===== src/rtl/udp_packet_builder_n6.sv =====
// Ethernet/IPv4/UDP frame serialiser: one header descriptor plus a payload word stream in, 32-bit packet bus out.
// Optional macro PKT_BUILDER_IPV4_CSUM_EN enables the IPv4 header checksum (otherwise the field is emitted as 0).
module udp_packet_builder_n6 #(
  parameter int unsigned MAX_PAYLOAD_B = 1472,
  parameter logic [15:0] IP_ID_INIT    = 16'h0000,
  parameter logic [15:0] ETHERTYPE     = 16'h0800
) (
  input  logic        CLK,
  input  logic        reset,
  input  logic        hdr_valid_i,
  output logic        hdr_ready_o,
  input  logic [47:0] dst_mac_i,
  input  logic [47:0] src_mac_i,
  input  logic [31:0] src_ip_i,
  input  logic [31:0] dst_ip_i,
  input  logic [7:0]  tos_i,
  input  logic [7:0]  ttl_i,
  input  logic [15:0] src_port_i,
  input  logic [15:0] dst_port_i,
  input  logic [15:0] pay_len_i,
  input  logic [31:0] pay_data_i,
  input  logic        pay_valid_i,
  input  logic        pay_last_i,
  output logic        pay_ready_o,
  output logic [31:0] tx_data_o,
  output logic        tx_valid_o,
  input  logic        tx_ready_i,
  output logic        tx_sop_o,
  output logic        tx_eop_o,
  output logic [2:0]  tx_bytes_o,
  output logic        len_err_o
);

  localparam logic [15:0] MAX_LEN = 16'(MAX_PAYLOAD_B);

  typedef enum logic [2:0] {S_IDLE, S_CSUM, S_HDR, S_PAYLOAD, S_TAIL} state_e;

  typedef struct packed {
    logic [47:0] dst_mac;
    logic [47:0] src_mac;
    logic [31:0] src_ip;
    logic [31:0] dst_ip;
    logic [7:0]  tos;
    logic [7:0]  ttl;
    logic [15:0] src_port;
    logic [15:0] dst_port;
    logic [15:0] pay_len;
  } desc_t;

  state_e      state_q, state_d;
  desc_t       desc_q, desc_d;
  logic [3:0]  word_q, word_d;
  logic [14:0] pay_cnt_q, pay_cnt_d;
  logic [15:0] carry_q, carry_d;
  logic [15:0] ip_id_q, ip_id_d;
  logic [15:0] csum_q, csum_d;
  logic        len_err_q, len_err_d;
  logic        err_seen_q, err_seen_d;

  logic [16:0]  len_p3;
  logic [14:0]  nw;
  logic         last_pay, tail_en, len_bad;
  logic [2:0]   tail_bytes, last_pay_bytes;
  logic [15:0]  tot_len, udp_len, csum_calc;
  logic [319:0] hdr_vec, hdr_sh;
  logic         valid, sop, eop_raw, need_pay;
  logic [2:0]   bytes_raw;
  logic [31:0]  data_raw;
  logic [5:0]   mask_sh;

  assign len_p3         = {1'b0, desc_q.pay_len} + 17'd3;
  assign nw             = len_p3[16:2];
  assign last_pay       = (pay_cnt_q == nw - 15'd1);
  // After the last payload word the 16-bit carry still holds 1 or 2 real bytes when L%4 is 3 or 0.
  assign tail_en        = (desc_q.pay_len[1:0] == 2'd3) || (desc_q.pay_len[1:0] == 2'd0);
  assign tail_bytes     = (desc_q.pay_len[1:0] == 2'd3) ? 3'd1 : 3'd2;
  assign last_pay_bytes = (desc_q.pay_len[1:0] == 2'd1) ? 3'd3 : 3'd4;
  assign len_bad        = (pay_len_i == 16'd0) || (pay_len_i > MAX_LEN);
  assign tot_len        = desc_q.pay_len + 16'd28;
  assign udp_len        = desc_q.pay_len + 16'd8;

  // Header bytes 0..39; bytes 40-41 (UDP checksum, always zero) are merged into word 10.
  assign hdr_vec = {desc_q.dst_mac, desc_q.src_mac, ETHERTYPE,
                    8'h45, desc_q.tos, tot_len, ip_id_q, 16'h0000, desc_q.ttl, 8'd17, csum_q,
                    desc_q.src_ip, desc_q.dst_ip,
                    desc_q.src_port, desc_q.dst_port, udp_len};
  assign hdr_sh  = hdr_vec << {word_q, 5'b00000};

`ifdef PKT_BUILDER_IPV4_CSUM_EN
  logic [19:0] csum_sum;
  logic [16:0] csum_f1;
  logic [15:0] csum_f2;
  always_comb begin
    csum_sum = {4'h0, 8'h45, desc_q.tos} + {4'h0, tot_len} + {4'h0, ip_id_q}
             + {4'h0, desc_q.ttl, 8'd17}
             + {4'h0, desc_q.src_ip[31:16]} + {4'h0, desc_q.src_ip[15:0]}
             + {4'h0, desc_q.dst_ip[31:16]} + {4'h0, desc_q.dst_ip[15:0]};
    csum_f1   = {1'b0, csum_sum[15:0]} + {13'd0, csum_sum[19:16]};
    csum_f2   = csum_f1[15:0] + {15'd0, csum_f1[16]};
    csum_calc = ~csum_f2;
  end
`else
  assign csum_calc = 16'h0000;
`endif

  always_comb begin
    // NOTE: every signal driven here gets a default first, so no path leaves one unassigned (no latches).
    state_d     = state_q;
    desc_d      = desc_q;
    word_d      = word_q;
    pay_cnt_d   = pay_cnt_q;
    carry_d     = carry_q;
    ip_id_d     = ip_id_q;
    csum_d      = csum_q;
    len_err_d   = 1'b0;
    err_seen_d  = err_seen_q;
    hdr_ready_o = 1'b0;
    valid       = 1'b0;
    sop         = 1'b0;
    eop_raw     = 1'b0;
    need_pay    = 1'b0;
    bytes_raw   = 3'd4;
    data_raw    = 32'h0;
    case (state_q)
      S_IDLE: begin
        hdr_ready_o = 1'b1;
        if (hdr_valid_i) begin
          if (len_bad) begin
            len_err_d = 1'b1;
          end else begin
            desc_d     = {dst_mac_i, src_mac_i, src_ip_i, dst_ip_i, tos_i, ttl_i,
                          src_port_i, dst_port_i, pay_len_i};
            state_d    = S_CSUM;
            word_d     = 4'd0;
            pay_cnt_d  = 15'd0;
            err_seen_d = 1'b0;
          end
        end
      end
      S_CSUM: begin
        csum_d  = csum_calc;
        state_d = S_HDR;
      end
      S_HDR, S_PAYLOAD: begin
        if (state_q == S_HDR && word_q != 4'd10) begin
          valid    = 1'b1;
          data_raw = hdr_sh[319:288];
          sop      = (word_q == 4'd0);
          if (tx_ready_i) word_d = word_q + 4'd1;
        end else begin
          // Payload-carrying word: never emitted without a payload word behind it.
          need_pay  = 1'b1;
          valid     = pay_valid_i;
          data_raw  = {(state_q == S_HDR) ? 16'h0000 : carry_q, pay_data_i[31:16]};
          eop_raw   = last_pay && !tail_en;
          bytes_raw = eop_raw ? last_pay_bytes : 3'd4;
          if (pay_valid_i && tx_ready_i) begin
            carry_d   = pay_data_i[15:0];
            pay_cnt_d = pay_cnt_q + 15'd1;
            if (!err_seen_q && (pay_last_i != last_pay)) begin
              len_err_d  = 1'b1;
              err_seen_d = 1'b1;
            end
            if (eop_raw)       state_d = S_IDLE;
            else if (last_pay) state_d = S_TAIL;
            else               state_d = S_PAYLOAD;
          end
        end
      end
      S_TAIL: begin
        valid     = 1'b1;
        data_raw  = {carry_q, 16'h0000};
        eop_raw   = 1'b1;
        bytes_raw = tail_bytes;
        if (tx_ready_i) state_d = S_IDLE;
      end
      default: state_d = S_IDLE;
    endcase
    if (valid && tx_ready_i && eop_raw) ip_id_d = ip_id_q + 16'd1;
  end

  assign mask_sh     = {3'd4 - tx_bytes_o, 3'b000};
  assign pay_ready_o = need_pay && tx_ready_i;
  assign tx_valid_o  = valid;
  assign tx_sop_o    = sop;
  assign tx_eop_o    = eop_raw && valid;
  assign tx_bytes_o  = tx_eop_o ? bytes_raw : 3'd4;
  assign tx_data_o   = valid ? (data_raw & (32'hFFFF_FFFF << mask_sh)) : 32'h0;
  assign len_err_o   = len_err_q;

  // NOTE: sequential state uses non-blocking assignments only, so every flop samples pre-edge values.
  always_ff @(posedge CLK) begin
    if (reset) begin
      state_q    <= S_IDLE;
      word_q     <= 4'd0;
      pay_cnt_q  <= 15'd0;
      carry_q    <= 16'h0;
      ip_id_q    <= IP_ID_INIT;
      csum_q     <= 16'h0;
      len_err_q  <= 1'b0;
      err_seen_q <= 1'b0;
    end else begin
      state_q    <= state_d;
      word_q     <= word_d;
      pay_cnt_q  <= pay_cnt_d;
      carry_q    <= carry_d;
      ip_id_q    <= ip_id_d;
      csum_q     <= csum_d;
      len_err_q  <= len_err_d;
      err_seen_q <= err_seen_d;
    end
  end

  // NOTE: descriptor fields are pure datapath, loaded before use, so they carry no reset.
  always_ff @(posedge CLK) begin
    desc_q <= desc_d;
  end

endmodule


===== config.mk =====
export PLATFORM = sky130hd
export DESIGN_NAME = udp_packet_builder_n6
export DESIGN_NICKNAME = d
export VERILOG_FILES = /design/src/rtl/udp_packet_builder_n6.sv
export SDC_FILE = /design/constraint.sdc
export NUM_CORES = 1
export LEC_CHECK = 0
export BUFFER_PORTS_ARGS = -buffer_cell sky130_fd_sc_hd__buf_2
export CELL_PAD_IN_SITES_DETAIL_PLACEMENT = 0
export CELL_PAD_IN_SITES_GLOBAL_PLACEMENT = 1
export CORE_UTILIZATION = 39
export CTS_CLUSTER_DIAMETER = 40
export DETAILED_ROUTE_END_ITERATION = 8
export GPL_TIMING_DRIVEN = 0
export PLACE_DENSITY = 0.84
export SLEW_MARGIN = 40
export SYNTH_ARGS = -nofsm -noshare
export SYNTH_HDL_FRONTEND = slang
export SYNTH_SLANG_ARGS = --single-unit

===== constraint.sdc =====
create_clock -name CLK -period 24.5 [get_ports CLK]
set_input_delay 4.9 -clock CLK [delete_from_list [all_inputs] [get_ports CLK]]
set_output_delay 4.9 -clock CLK [all_outputs]
set_load 0.005 [all_outputs]

# == Yosys cells after proc, flatten, opt, wreduce, memory -nomap -nowiden ==
# Index checks and enable logic that the tools add are counted.
# word_totals
ff_bits,280
latchBits,0
ram_bits,0
mem_bits_ro,0
inputBits,262
output_inout_bits,41
wordCells,120
n_memories,0
# classes
n_addsub,8
multipliers,0
div_mod_pow,0
n_lt_le_gt_ge,1
eq_ne,17
shifts,2
mux,49
n_bitwise,3
n_reduce_logical,24
# op_table
cell,count
<< shifter 320 x 9 -> 320 bit,1
two-way mux 32 bit,2
case mux 32 bit (2 select lines),1
two-way mux 15 bit,4
two-way mux 3 bit,11
AND 32 bit,1
<< shifter 32 x 6 -> 32 bit (first input constant),1
case mux 15 bit (2 select lines),1
adder 16 x 2 -> 17 bit (second input constant),1
two-way mux 1 bit,17
adder 16 x 1 -> 16 bit (second input constant),1
adder 16 x 4 -> 16 bit (second input constant),1
adder 16 x 5 -> 16 bit (second input constant),1
> comparator 16 x 11 -> 1 bit (second input constant),1
logical NOT 16 bit,1
two-way mux 16 bit,1
two-way mux 4 bit,4
!= test 2 bit (second input constant),8
adder 15 x 1 -> 15 bit (second input constant),1
== test 15 bit,1
AND reduction 5 bit,3
subtractor 15 x 1 -> 15 bit (second input constant),1
case mux 3 bit (4 select lines),1
logical AND 1 bit,8
other kinds (23),31

# == Depth between registers and ports, before layout ==
# depth
depth_word,12
depth_mapped,18
depth_no_buf,15

# == Worst setup path after synthesis ==
# OpenSTA, ideal clock, no wires.
# synth_timing
path_type,input-to-reg
startpoint,input port pay_len_i[12]
endpoint,register pay_cnt_q[10]
setup_time_ps,128
arrival_time_ps,24121
required_time_ps,24372
setup_slack_ps,252
stages,8
n_path_buf,2
cell_sequence,or4_1 -> nor2_1 -> o41ai_1 -> a211oi_1 -> or2_2 -> clkbuf_1 -> clkbuf_1 -> nor2_1
# synth_between
elab_chain_cells,4
elab_cells_between_ends,5
cone_classes,order compare (1); eq/ne (1); reduce/logical (3)
# synth_rtl
element,line_no,source
from (decl),20,"input logic [15:0] pay_len_i,"
> comparator 16 x 11 -> 1 bit or logical NOT 16 bit (tied branches),78,assign len_bad = (pay_len_i == 16'd0) || (pay_len_i > MAX_LEN);
logical OR 1 bit (*),78,
!= test 2 bit (no source line) (*),-,
AND reduction 5 bit (no source line) (*),-,
to (signal assigned),205,pay_cnt_q <= pay_cnt_d;
to (decl),53,"logic [14:0] pay_cnt_q, pay_cnt_d;"
# Mark *: on every way between the ends. The rest lies on a longest branch, timed or not.
# A chain may end at the register's enable or synchronous reset.

# == Worst setup path after layout ==
# layout_timing
startpoint,input port pay_valid_i
endpoint,output port tx_data_o[16]
# layout_between
elab_chain_cells,8
# layout_rtl
element,line_no,source
from (decl),22,"input logic pay_valid_i,"
two-way mux 1 bit (*),145,if (state_q == S_HDR && word_q != 4'd10) begin
case mux 1 bit (2 select lines) (*),124,case (state_q)
logical AND 1 bit,186,assign tx_eop_o = eop_raw && valid;
two-way mux 3 bit,187,assign tx_bytes_o = tx_eop_o ? bytes_raw : 3'd4;
subtractor 3 bit,182,"assign mask_sh = {3'd4 - tx_bytes_o, 3'b000};"
<< shifter 32 x 6 -> 32 bit,188,assign tx_data_o = valid ? (data_raw & (32'hFFFF_FFFF << mask_sh)) : 32'h0;
AND 32 bit,188,
two-way mux 32 bit (*),188,
to (decl),25,"output logic [31:0] tx_data_o,"
# Marked as above.

==> metrics.md <==
| Metric | Value |
|---|---|
| Outcome | `finished, final reports clean` |
| Hold-fix buffers at CTS | `0` |
| Routed WL | `44.4 mm` |
| Pin count of the biggest net entering global routing | `15` |
| Top_reg_cell synth | `edfxtp_1` |
| DRT iter0 DRCs | `about 1,100` |
| Vias in the first global route | `between 10,000 and 15,000` |
| Static leakage | `6.01 nW` |
| Synth unique cells | `75` |
| Clock root buffer master | `clkbuf_16` |
| Post-Place Setup Slack | `between 10 and 15 ns` |
| Worst Skew | `between 0.015 and 0.02 ns` |
| Routed WL per cell | `around 23 um` |
| # setup viols final | `0` |
| Drt first pass iters | `7` |
| Post-CTS setup buffer count | `0` |
| Starting Density | `between 40% and 50%` |
| Commonest non-fill, non-tap cell in the layout | `buf_2` |
| Req. time, crit path | `between 15 and 20 ns` |
| Asr flop ratio synth | `0%` |
| Die ar. | `between 30,000 and 40,000 um2` |
| IR drop worst, VDD | `around 69 uV` |
| Clock Pin Slew Worst Setup and Hold Paths | `about 0.050 ns` |
| Synth Instances | `1,113` |
| Max clock buf depth | `3` |
| Core area | `33,900 um2` |
| Syn Area/Cell | `12.2 um2` |
| Yosys reg bits | `280` |
| CP endpoint kind | `output pin` |
| Initial antenna violation count | `5` |
| GP Congestion | `approximately 0.92` |
| M1 WL | `18.3 mm` |
| Clock buffer count from CTS | `36` |
| CP Class | `in2out` |
| Hold Path Class | `reg2reg` |
| Layout cells sized above 1 | `roughly 32%` |
| Gr ovfl total | `0` |
| RSZ-0062 raised after global routing | `false` |
| GRT Overall Usage | `about 24%` |
| Die height | `approximately 190 um` |
| Num Clock Sinks | `between 200 and 300` |
| Post-Syn Area | `13,600 um2` |
| Final Cycle Share | `approximately half` |
| Skew-Pair Late Insertion Delay | `around 0.52 ns` |
| Slew of the pin with the lowest slew margin | `around 0.77 ns` |
| Final Slew Violations | `0` |
| CTS tree | `yes` |
| PD cells | `62.7 nW/um2` |
| Remaining antenna violation count | `0` |
| Resized Gates After CTS | `0` |
| Slew headroom | `~49%` |
| Die Wd | `188 um` |
| CP arrival | `7.77 ns` |
| # rows | `67` |
| Critical path peak fanout | `10` |
| Worst setup SP type | `input port` |
| WL met3 | `between 3 and 4 mm` |
| Post-route DRC | `0` |
| Fmax | `about 80 MHz` |
| Setup TNS | `0 ns` |
| Most frequent cells in the layout | `buf_2, edfxtp_1, nand2_1` |
| Dpl hpwl | `~35 mm` |
| Post-synth EDFFs | `roughly 220` |
| Register area share after synthesis | `57.9%` |
| Area growth, synth to finish | `26.1%` |
| Hold Vio Cnt, Final | `0` |
| Final WS setup | `11.83 ns` |
| Syn Nets | `~1,400` |
| First-pass GRT wire length | `about 65 mm` |
| YS warnings | `0` |
| Via count | `10,900` |
| I/O pins | `between 300 and 400` |
| Highest routed layer | `met5` |
| Vias/cell | `between 5 and 6` |
| Post-layout min period | `roughly 13 ns` |
| Met2 wire len | `between 20 and 25 mm` |
| H-tree depth | `2` |
| Max-cap check violation count | `0` |
| # nets final | `1,754` |
| Port Buf Inserts | `just over 300` |
-- metal layers --
layer / up-vias / global-route usage [%]
li1: 5038 / -
met1: 5278 / 31.6
met2: 506 / 41.2
met3: 79 / 5.40
met4: 2 / 7.07
met5: - / 0
-- state kept, by name (all words and copies together), names as in the netlist --
| register | cells |
|---|---|
| carry_q | 16 |
| desc_q | 224 |
| err_seen_q | 1 |
| ip_id_q | 16 |
| len_err_o | 1 |
| pay_cnt_q | 15 |
| state_q | 3 |
| word_q | 4 |
-- report_power, final --
part | leakage (nW) | internal [mW] | switching, mW
Sequential | 2.47 | 0.515 | 0.000757
Combinational | 2.95 | 0.0174 | 0.0151
Clock | 0.590 | 0.314 | 0.209
-- per-stage QoR --
step,power [mW],instances,cell area [um2],hold WS (ns),util (%)
finish,1.07,1956,17100,0.457,50.5
global route,1.10,1955,17100,0.469,50.5
CTS,1.08,1951,17100,0.457,50.4
detailed placement,0.558,1885,15900,0.449,46.8
global placement,0.559,1863,15600,0.441,46.1
floorplan,0.534,1113,13600,0.432,-
-- path summary, 6_finish.rpt --
kind	start	to	slack [ns]	depth (start not counted)
worst min register to register	carry_q[4]	carry_q[4]	0.46	2
worst max register to register	desc_q[0]	ip_id_q[15]	19.49	12
worst min-delay path	carry_q[4]	carry_q[4]	0.46	2
worst max-delay path	pay_valid_i	tx_data_o[16]	11.83	13
-- kinds of logic (layout without fill, tap and decap cells) --
logic type                 Yosys count  in the layout  synth area share, %
muxes                               74             74                 7.24
DFF                                280            280                 57.9
other                                0              5                    0
and+or+nand+nor                    317            317                 11.7
xor gates and xnor gates            62             62                 4.21
AOI/OAI and AO/OA                  260            260                 14.3
buffers and inverters              103            493                 3.10
adders and majority gates           17             17                 1.57
-- area by class of cell --
type                            instances  area [um2]
Multi-Input combinational cell        730        5330
Timing Repair Buffer                  324        1720
Inverter                               20        75.1
Fill cell                            3009       16800
Clock buffer                           45         987
Sequential cell                       280        7850
Clock inverter                         21         211
Tap cell                              448         561
Antenna cell                            5        12.5
Buffer                                 83         350
-- cell usage after synthesis (all sizes together) (3+ instances only) --
cell type  count  area (um2)
a211oi        10         115
a21o           5        37.5
a21oi         55         275
a221o          6        60.1
a221oi        46         490
a22oi         16         120
a311oi         4        52.6
a31o           3        26.3
a31oi          5        31.3
and3           6        37.5
buf           23         119
clkbuf        60         226
dfxtp         56        1120
edfxtp       224        6730
ha            17         213
inv           19        71.3
mux2          32         360
mux2i         26         260
mux4          16         360
nand2         94         353
nand2b         7        43.8
nand3         43         220
nand4         19         134
nor2          73         274
nor2b          6        37.5
nor3          13        65.1
nor4          10        83.8
o211ai         5        42.5
o21a           3        22.5
o21ai         52         260
o22ai         15        93.8
o31a           3        26.3
o32ai         17         149
or2            4        25.0
or3           22         138
or4            6        52.6
xnor2         31         272
xor2          29         254
-- worst max-delay path, cell delays in order --
cell,delay [ns]
buf_2,0.12
nor2_1,0.05
nor2_1,0.25
nand2_1,0.08
or4_1,0.53
and2_1,0.17
clkbuf_1,0.13
a21o_1,0.20
ha_1,0.21
a21o_1,0.30
buf_2,0.26
a211oi_2,0.36
buf_2,0.20
Power figures use the tool's default switching activity.
